==> src/rtl/isa_io_initiator.sv <==
// ISA I/O cycle generator: turns a single-outstanding command handshake into 8-bit ISA I/O cycles.
// Define ISA_IO16_EN to widen the data path to 16 bits with SBHE#/IOCS16# support.
module isa_io_initiator #(
   parameter int SETUP_CYCLES  = 2,
   parameter int STROBE_CYCLES = 6,
   parameter int HOLD_CYCLES   = 2,
   parameter int RDY_TIMEOUT   = 1024,
`ifdef ISA_IO16_EN
   localparam int DW = 16
`else
   localparam int DW = 8
`endif
) (
   input  logic          clk,
   input  logic          reset_n,
   input  logic          cmd_valid,
   output logic          cmd_ready,
   input  logic          cmd_write,
   input  logic [9:0]    cmd_addr,
   input  logic [DW-1:0] cmd_wdata,
   output logic          rsp_valid,
   output logic [DW-1:0] rsp_rdata,
   output logic          rsp_timeout,
   output logic [9:0]    isa_addr,
   output logic          isa_aen,
   output logic          isa_ior_n,
   output logic          isa_iow_n,
   output logic [DW-1:0] isa_data_out,
   output logic          isa_data_oe,
   input  logic [DW-1:0] isa_data_in,
   input  logic          isa_iochrdy,
`ifdef ISA_IO16_EN
   input  logic          cmd_wide,
   output logic          isa_sbhe_n,
   input  logic          isa_iocs16_n,
   output logic          rsp_is16,
`endif
   output logic          busy
);

   localparam int SW = $clog2(SETUP_CYCLES + 1);
   localparam int TW = $clog2(STROBE_CYCLES + 1);
   localparam int HW = $clog2(HOLD_CYCLES + 1);
   localparam int WW = $clog2(RDY_TIMEOUT + 1);

   typedef enum logic [2:0] {IDLE, SETUP, STROBE, WAIT_RDY, HOLD} state_t;

   state_t        state_q, state_d;
   logic [SW-1:0] setup_cnt_q, setup_cnt_d;
   logic [TW-1:0] strobe_cnt_q, strobe_cnt_d;
   logic [HW-1:0] hold_cnt_q, hold_cnt_d;
   logic [WW-1:0] wait_cnt_q, wait_cnt_d;
   logic [9:0]    addr_q, addr_d;
   logic          write_q, write_d;
   logic [DW-1:0] wdata_q, wdata_d;
   logic [DW-1:0] rdata_q, rdata_d;
   logic          timeout_q, timeout_d;
   logic          rdy_meta_q, rdy_s_q;
   logic [DW-1:0] rd_capture;
   logic          strobe_on;
`ifdef ISA_IO16_EN
   logic          wide_q, wide_d;
   logic          is16_q, is16_d;
`endif

   // Read data as seen at strobe release; writes report zero.
   always_comb begin
      rd_capture = write_q ? '0 : isa_data_in;
`ifdef ISA_IO16_EN
      if (!write_q && !(wide_q && is16_q)) rd_capture[15:8] = wide_q ? 8'hFF : 8'h00;
`endif
   end

   always_ff @(posedge clk) begin
      if (!reset_n) begin
         state_q      <= IDLE;
         setup_cnt_q  <= '0;
         strobe_cnt_q <= '0;
         hold_cnt_q   <= '0;
         wait_cnt_q   <= '0;
         addr_q       <= '0;
         write_q      <= 1'b0;
         wdata_q      <= '0;
         rdata_q      <= '0;
         timeout_q    <= 1'b0;
         rdy_meta_q   <= 1'b1;
         rdy_s_q      <= 1'b1;
`ifdef ISA_IO16_EN
         wide_q       <= 1'b0;
         is16_q       <= 1'b0;
`endif
      end else begin
         state_q      <= state_d;
         setup_cnt_q  <= setup_cnt_d;
         strobe_cnt_q <= strobe_cnt_d;
         hold_cnt_q   <= hold_cnt_d;
         wait_cnt_q   <= wait_cnt_d;
         addr_q       <= addr_d;
         write_q      <= write_d;
         wdata_q      <= wdata_d;
         rdata_q      <= rdata_d;
         timeout_q    <= timeout_d;
         rdy_meta_q   <= isa_iochrdy;
         rdy_s_q      <= rdy_meta_q;
`ifdef ISA_IO16_EN
         wide_q       <= wide_d;
         is16_q       <= is16_d;
`endif
      end
   end

   // Handshake: a command is taken on a clock where cmd_valid && cmd_ready (IDLE only);
   // rsp_valid is a one-clock pulse with no back-pressure, rsp_* held until the next accept.
   always_comb begin
      state_d      = state_q;
      setup_cnt_d  = '0;
      strobe_cnt_d = '0;
      hold_cnt_d   = '0;
      wait_cnt_d   = wait_cnt_q;
      addr_d       = addr_q;
      write_d      = write_q;
      wdata_d      = wdata_q;
      rdata_d      = rdata_q;
      timeout_d    = timeout_q;
`ifdef ISA_IO16_EN
      wide_d       = wide_q;
      is16_d       = is16_q;
`endif
      unique case (state_q)
         IDLE: begin
            if (cmd_valid) begin
               state_d    = SETUP;
               addr_d     = cmd_addr;
               write_d    = cmd_write;
               wdata_d    = cmd_wdata;
               wait_cnt_d = '0;
`ifdef ISA_IO16_EN
               wide_d     = cmd_wide;
               is16_d     = 1'b0;
`endif
            end
         end
         SETUP: begin
            if (setup_cnt_q == SW'(SETUP_CYCLES - 1)) begin
               state_d = STROBE;
`ifdef ISA_IO16_EN
               is16_d  = !isa_iocs16_n;
`endif
            end else begin
               setup_cnt_d = setup_cnt_q + SW'(1);
            end
         end
         STROBE: begin
            if (strobe_cnt_q == TW'(STROBE_CYCLES - 1)) begin
               if (rdy_s_q) begin
                  state_d   = HOLD;
                  rdata_d   = rd_capture;
                  timeout_d = 1'b0;
               end else begin
                  state_d = WAIT_RDY;
               end
            end else begin
               strobe_cnt_d = strobe_cnt_q + TW'(1);
            end
         end
         WAIT_RDY: begin
            if (rdy_s_q) begin
               state_d   = HOLD;
               rdata_d   = rd_capture;
               timeout_d = 1'b0;
            end else if (wait_cnt_q == WW'(RDY_TIMEOUT - 1)) begin
               // Counter parks at RDY_TIMEOUT until the next accept clears it.
               state_d    = HOLD;
               wait_cnt_d = WW'(RDY_TIMEOUT);
               rdata_d    = '1;
               timeout_d  = 1'b1;
            end else begin
               wait_cnt_d = wait_cnt_q + WW'(1);
            end
         end
         HOLD: begin
            if (hold_cnt_q == HW'(HOLD_CYCLES - 1)) state_d = IDLE;
            else hold_cnt_d = hold_cnt_q + HW'(1);
         end
         default: state_d = IDLE;
      endcase
   end

   assign strobe_on    = (state_q == STROBE) || (state_q == WAIT_RDY);
   assign busy         = (state_q != IDLE);
   assign cmd_ready    = (state_q == IDLE);
   assign rsp_valid    = (state_q == HOLD) && (hold_cnt_q == '0);
   assign rsp_rdata    = rdata_q;
   assign rsp_timeout  = timeout_q;
   assign isa_addr     = addr_q;
   assign isa_aen      = (state_q == IDLE);
   assign isa_ior_n    = !(strobe_on && !write_q);
   assign isa_iow_n    = !(strobe_on && write_q);
   assign isa_data_out = wdata_q;
   assign isa_data_oe  = write_q && busy;
`ifdef ISA_IO16_EN
   assign isa_sbhe_n   = !(wide_q && busy);
   assign rsp_is16     = is16_q;
`endif

endmodule

==> config.mk <==
export PLATFORM = sky130hd
export DESIGN_NAME = isa_io_initiator
export DESIGN_NICKNAME = d
export VERILOG_FILES = /design/src/rtl/isa_io_initiator.sv
export SDC_FILE = /design/constraint.sdc
export NUM_CORES = 1
export LEC_CHECK = 0
export ABC_AREA = 1
export BUFFER_PORTS_ARGS = -buffer_cell sky130_fd_sc_hd__buf_2
export CORE_AREA = 10 10 78 80
export DETAILED_ROUTE_END_ITERATION = 10
export DIE_AREA = 0 0 88 90
export HOLD_SLACK_MARGIN = 0.08
export MAX_ROUTING_LAYER = met4
export PLACE_DENSITY = 0.8
export SYNTH_ARGS = -nofsm -noshare
export SYNTH_HDL_FRONTEND = slang
export SYNTH_SLANG_ARGS = --single-unit
==> constraint.sdc <==
create_clock -name clk -period 2.05 [get_ports clk]
set_clock_uncertainty 0.2 [all_clocks]
set_input_delay 0.3075 -clock clk [delete_from_list [all_inputs] [get_ports clk]]
set_output_delay 0.3075 -clock clk [all_outputs]
set_load 0.005 [all_outputs]
# [Word level (Yosys, flattened, before mapping)]
# Cells that the tools add are included.
[classes] n_reduce_logical=20 n_addsub=4 muxes=23 bitwise=4 eq_ne=15
[ops] operator="two-way mux 8 bit" count=5
[ops] operator="two-way mux 11 bit" count=3
[ops] operator="one-hot mux 11 bit (2 select lines)" count=1
[ops] operator="two-way mux 3 bit" count=7
[ops] operator="one-hot mux 8 bit (2 select lines)" count=1
[ops] operator="one-hot mux 3 bit (5 select lines)" count=1
[ops] operator="inequality test 2 bit (second input constant)" count=6
[ops] operator="adder 11 x 1 -> 11 bit (second input constant)" count=1
[ops] operator="== test 11 x 10 -> 1 bit (second input constant)" count=1
[ops] operator="OR reduction 3 bit" count=3
[ops] operator="== test 3 x 2 -> 1 bit (second input constant)" count=2
[ops] operator="== test 3 bit (second input constant)" count=2
[ops] operator="AND reduction 5 bit" count=1
[ops] operator="adder 2 x 1 -> 2 bit (second input constant)" count=2
[ops] operator="== test 2 x 1 -> 1 bit (second input constant)" count=2
[ops] operator="logical AND 1 bit" count=4
[ops] operator="two-way mux 1 bit" count=4
[ops] operator="inverter 1 bit" count=4
[ops] operator="AND reduction 4 bit" count=1
[ops] operator="nonzero test 2 bit" count=2
[ops] operator="adder 3 x 1 -> 3 bit (second input constant)" count=1
[ops] operator="== test 3 x 1 -> 1 bit (second input constant)" count=1
[ops] operator="logical NOT 1 bit" count=3
[ops] operator="logical NOT 3 bit" count=1
[ops] operator="7 further kinds" count=7
[totals] out_inout_bits=34 elab_cells=78 ff_bits=51 in_bits=31

# [Longest topological paths before layout]
[logic_depth] word_depth=4 mapped_depth=10 mapped_depth_nobuf=10

# [Worst setup path before layout]
# No wires, ideal clock.
[synth_timing] path_type="flip-flop to flip-flop" start="reg wait_cnt_q[0]" end="reg state_q[0]" period_less_slack_ns=1.506 path_buffers=0 required_ns=1.737 setup_slack_ns=0.544 arrival_ns=1.193 setup_ns=0.113 stages_incl_launch_ff=9 cell_sequence="dfxtp_1 -> ha_1 -> nand2_1 -> nor2_1 -> nand3_2 -> nand2_1 -> nand3_1 -> nor2_1 -> nor2_1"
[synth_via] elab_chain_len=3
[synth_rtl] element="from (decl)" line="52" rtl="logic [WW-1:0] wait_cnt_q, wait_cnt_d;"
[synth_rtl] element="from (signal assigned)" line="97" rtl="wait_cnt_q <= wait_cnt_d;"
[synth_rtl] element="== test 11 x 10 -> 1 bit" line="171" rtl="end else if (wait_cnt_q == WW'(RDY_TIMEOUT - 1)) begin"
[synth_rtl] element="inequality test 3 bit (no source line)"
[synth_rtl] element="AND reduction 5 bit (no source line)"
[synth_rtl] element="to (signal assigned)" line="93" rtl="state_q <= state_d;"
[synth_rtl] element="to (decl)" line="48" rtl="state_t state_q, state_d;"
# No other way between the ends.
# A chain may end at the register's enable or synchronous reset.

# [Worst setup path in the final report]
[layout_timing] start="reg state_q[2]" end="out isa_data_oe"
[layout_via] elab_chain_len=2
[layout_rtl] element="nonzero test 3 bit" line="190" rtl="assign busy = (state_q != IDLE);"
[layout_rtl] element="logical AND 1 bit" line="200" rtl="assign isa_data_oe = write_q && busy;"
[layout_rtl] element="to (decl)" line="29" rtl="output logic isa_data_oe,"
# No other way between the ends.

==> summary.md <==
| Metric | Value |
|---|---|
| TritonCTS Buffers | `5` |
| Top post-synthesis cells by count | `nand2_1, dfxtp_1, a21oi_1, nor2_1, nand3_1` |
| Slowest CP cell | `dfxtp_1` |
| Critical path depth | `5` |
| Fin. max-slew vios | `0` |
| First-pass detailed-route iteration total | `5` |
| Initial Utilization | `0.485` |
| # port buffers | `64` |
| F_max | `0.527 GHz` |
| Worst Tran Pin Value | `0.336 ns` |
| Grt total ovfl | `0` |
| Cell taking the most area after synthesis | `dfxtp_1` |
| Crit start category | `flop` |
| Tot Pwr | `about 3.2 mW` |
| Main synth FF type | `dfxtp_1` |
| Unrepaired setup endpoints after global routing | `false` |
| Bufs on Longest Clock Path | `2` |
| Largest net degree at the start of global routing | `22` |
| Sequential cell area | `1020 um2` |
| H-tree levels | `2` |
| Die ar. | `7920 um2` |
| Post-Syn Area | `2230 um2` |
| Post-route ant nets | `0` |
| Crit Path Class | `flop to primary output` |
| VDD IR max | `approximately 0.00087 V` |
| Worst EP required | `1.54 ns` |
| DPL Wire Length | `between 4000 and 5000 um` |
| Top cell type's share of synthesized area | `0.458` |
| Status | `finished, final reports clean` |
| CP bufs+invs | `2` |
| Crit path cell chain | `nor2_2 -> nand2_1 -> inv_2 -> nor2_1 -> buf_2` |
| Vias in the first global route | `roughly 2500` |
| Yosys cell types | `28` |
| Largest delay contributor family on the critical path | `simple AND/OR/NAND/NOR gates` |
| Filler instances | `373` |
| Total global-route track usage | `0.175` |
| Syn avg cell area | `7.34 um2` |
| Fin crit share | `0.925` |
| Area grow syn2layout | `33.9%` |
| Setup violators final | `0` |
| DRC violations left | `0` |
| Ys Warns | `0` |
| FF-to-FF path depth | `8` |
| Hold Crit Class | `primary input to flop` |
| Post-Syn Instances | `304` |
| Final #Nets | `432` |
| Die Y | `~90 um` |
| I/O pin count | `65` |
| Setup Buffers After CTS | `0` |
| Crit path DAT | `~1.4 ns` |
| Initial antenna violation count | `0` |
| Row cnt | `25` |
| Headroom to the max-slew limit | `0.776` |
| CP max stage delay | `between 0.3 and 0.4 ns` |
| Chip width | `88 um` |
| Core Footprint | `~4600 um2` |
| Worst Hold Depth | `3` |
| DRT Wirelength | `6460 um` |
| # diodes | `0` |
| Root Buffer | `clkbuf_8` |
| Reg clk slew, reported paths | `0.09 ns` |
| Multi-input logic area | `slightly above 1000 um2` |
| Most instantiated library cell after synthesis | `nand2_1` |
| First-pass GRT wire length | `11200 um` |
| Synth top area cells | `dfxtp_1, nand2_1, a21oi_1` |
| Vias per inst | `a little over 5` |
| TritonCTS clock tree | `yes` |
| Mapped Nets | `341` |
| Ys async rst share | `0` |
| Worst Setup End Kind | `primary output` |
| Final hold violation count | `0` |
| Post-synth EDFFs | `0` |
| GPL Wtd Cong | `0.853` |
| MaxCap Viol Count | `0` |
| Setup TNS Final | `0 ns` |
| Fraction of layout cells with a size suffix above 1 | `0.242` |
| Via count | `2326` |
| Register area share after synthesis | `0.458` |
| Synth Register Bits | `51` |
| Minimum clock period | `between 1.5 and 2 ns` |
| Avg WL per Cell | `14.4 um` |
| Post-layout util | `0.650` |
| Power Density | `1070 nW/um2` |
| Leak pwr | `approximately 1.4 nW` |
| Final hold slack | `0.0934 ns` |
| CP max FO | `10` |
| Clock Sinks | `roughly 50` |
| Drt initial violations | `113` |
| Clk_lat worst skew | `0.30 ns` |
per-stage QoR:
stage | setup WS [ns] | instances | cell area [um2]
2_1_floorplan | 0.544 | 304 | 2230
3_3_place_gp | 0.443 | 415 | 2600
3_5_place_dp | 0.374 | 415 | 2600
4_1_cts | 0.0923 | 450 | 2990
5_1_grt | 0.0407 | 450 | 2990
6_report | 0.153 | 450 | 2990
path summary, 6_finish.rpt:
kind	slack [ns]	to	start
max reg2reg	0.34	state_q[1]$_SDFFE_PN0P_	wait_cnt_q[0]$_SDFFE_PN0P_
min reg2reg	0.23	setup_cnt_q[0]$_SDFF_PP0_	setup_cnt_q[0]$_SDFF_PP0_
max	0.15	isa_data_oe	state_q[2]$_SDFFE_PN0P_
min	0.09	write_q$_SDFFE_PN0P_	cmd_write
metal layers:
layer	up-vias	share of wire	track usage	wire, um
met5	-	0	-	0
met4	0	0.026	0.0678	165
met3	18	0.062	0.0551	402
met2	91	0.50	0.291	3230
met1	1060	0.41	0.186	2660
li1	1157	-	-	-
report_power, final:
group          total (mW)  switching [mW]  internal [mW]
clock               0.719           0.323          0.395
combinational        1.18           0.738          0.443
sequential           1.29           0.115           1.18
worst reg2reg max path, cell delays in order (launching register included):
cell     delay, ns
dfxtp_1       0.37
ha_1          0.20
nand2_1       0.08
nor2_1        0.15
nand3_2       0.12
nand2_1       0.13
nand3_1       0.13
nor2_1        0.17
nor2_1        0.06
sequential cells by signal (all words and copies together), names as in the netlist:
signal	count
rsp_rdata	8
setup_cnt_q	2
wait_cnt_q	11
rdy_s_q	1
rdy_meta_q	1
rsp_timeout	1
isa_addr	10
isa_data_out	8
write_q	1
state_q	3
hold_cnt_q	2
strobe_cnt_q	3
final cells by class:
type | instances | area share
multi-input combinational | 210 | 0.346
clock inverter | 2 | 0.0117
timing repair buffer | 97 | 0.213
inverter | 30 | 0.0377
tap | 54 | 0.0226
clock buffer | 6 | 0.0276
sequential | 51 | 0.342
kinds of logic after synthesis:
logic type / count (synthesis) / synth area share
AO/OA/AOI/OAI: 41 / 0.0937
AND/OR/NAND/NOR: 162 / 0.331
flip-flops: 51 / 0.458
adder cells (fa/ha/maj): 6 / 0.0337
buffers and inverters: 43 / 0.0796
XOR/XNOR: 1 / 0.00393
what timing repair did:
| action | 4_1_cts | 5_1_grt |
|---|---|---|
| endpoints found under the hold margin | 27 | 0 |
| hold buffers | 27 | 0 |
| endpoints found under the setup margin | 0 | 3 |
| resized for setup | 0 | 1 |
cells in the final DEF, fill, tap and decap left out, types with 27 or more instances in the layout:
cell type / synthesis / layout
nand3_1: 30 / 30
dfxtp_1: 51 / 51
inv_1: 28 / 27
buf_2: 4 / 64
dlygate4sd3_1: 0 / 27
nand2_1: 70 / 70
a21oi_1: 37 / 37
nor2_1: 35 / 35
(Power assumes the default switching activity.)
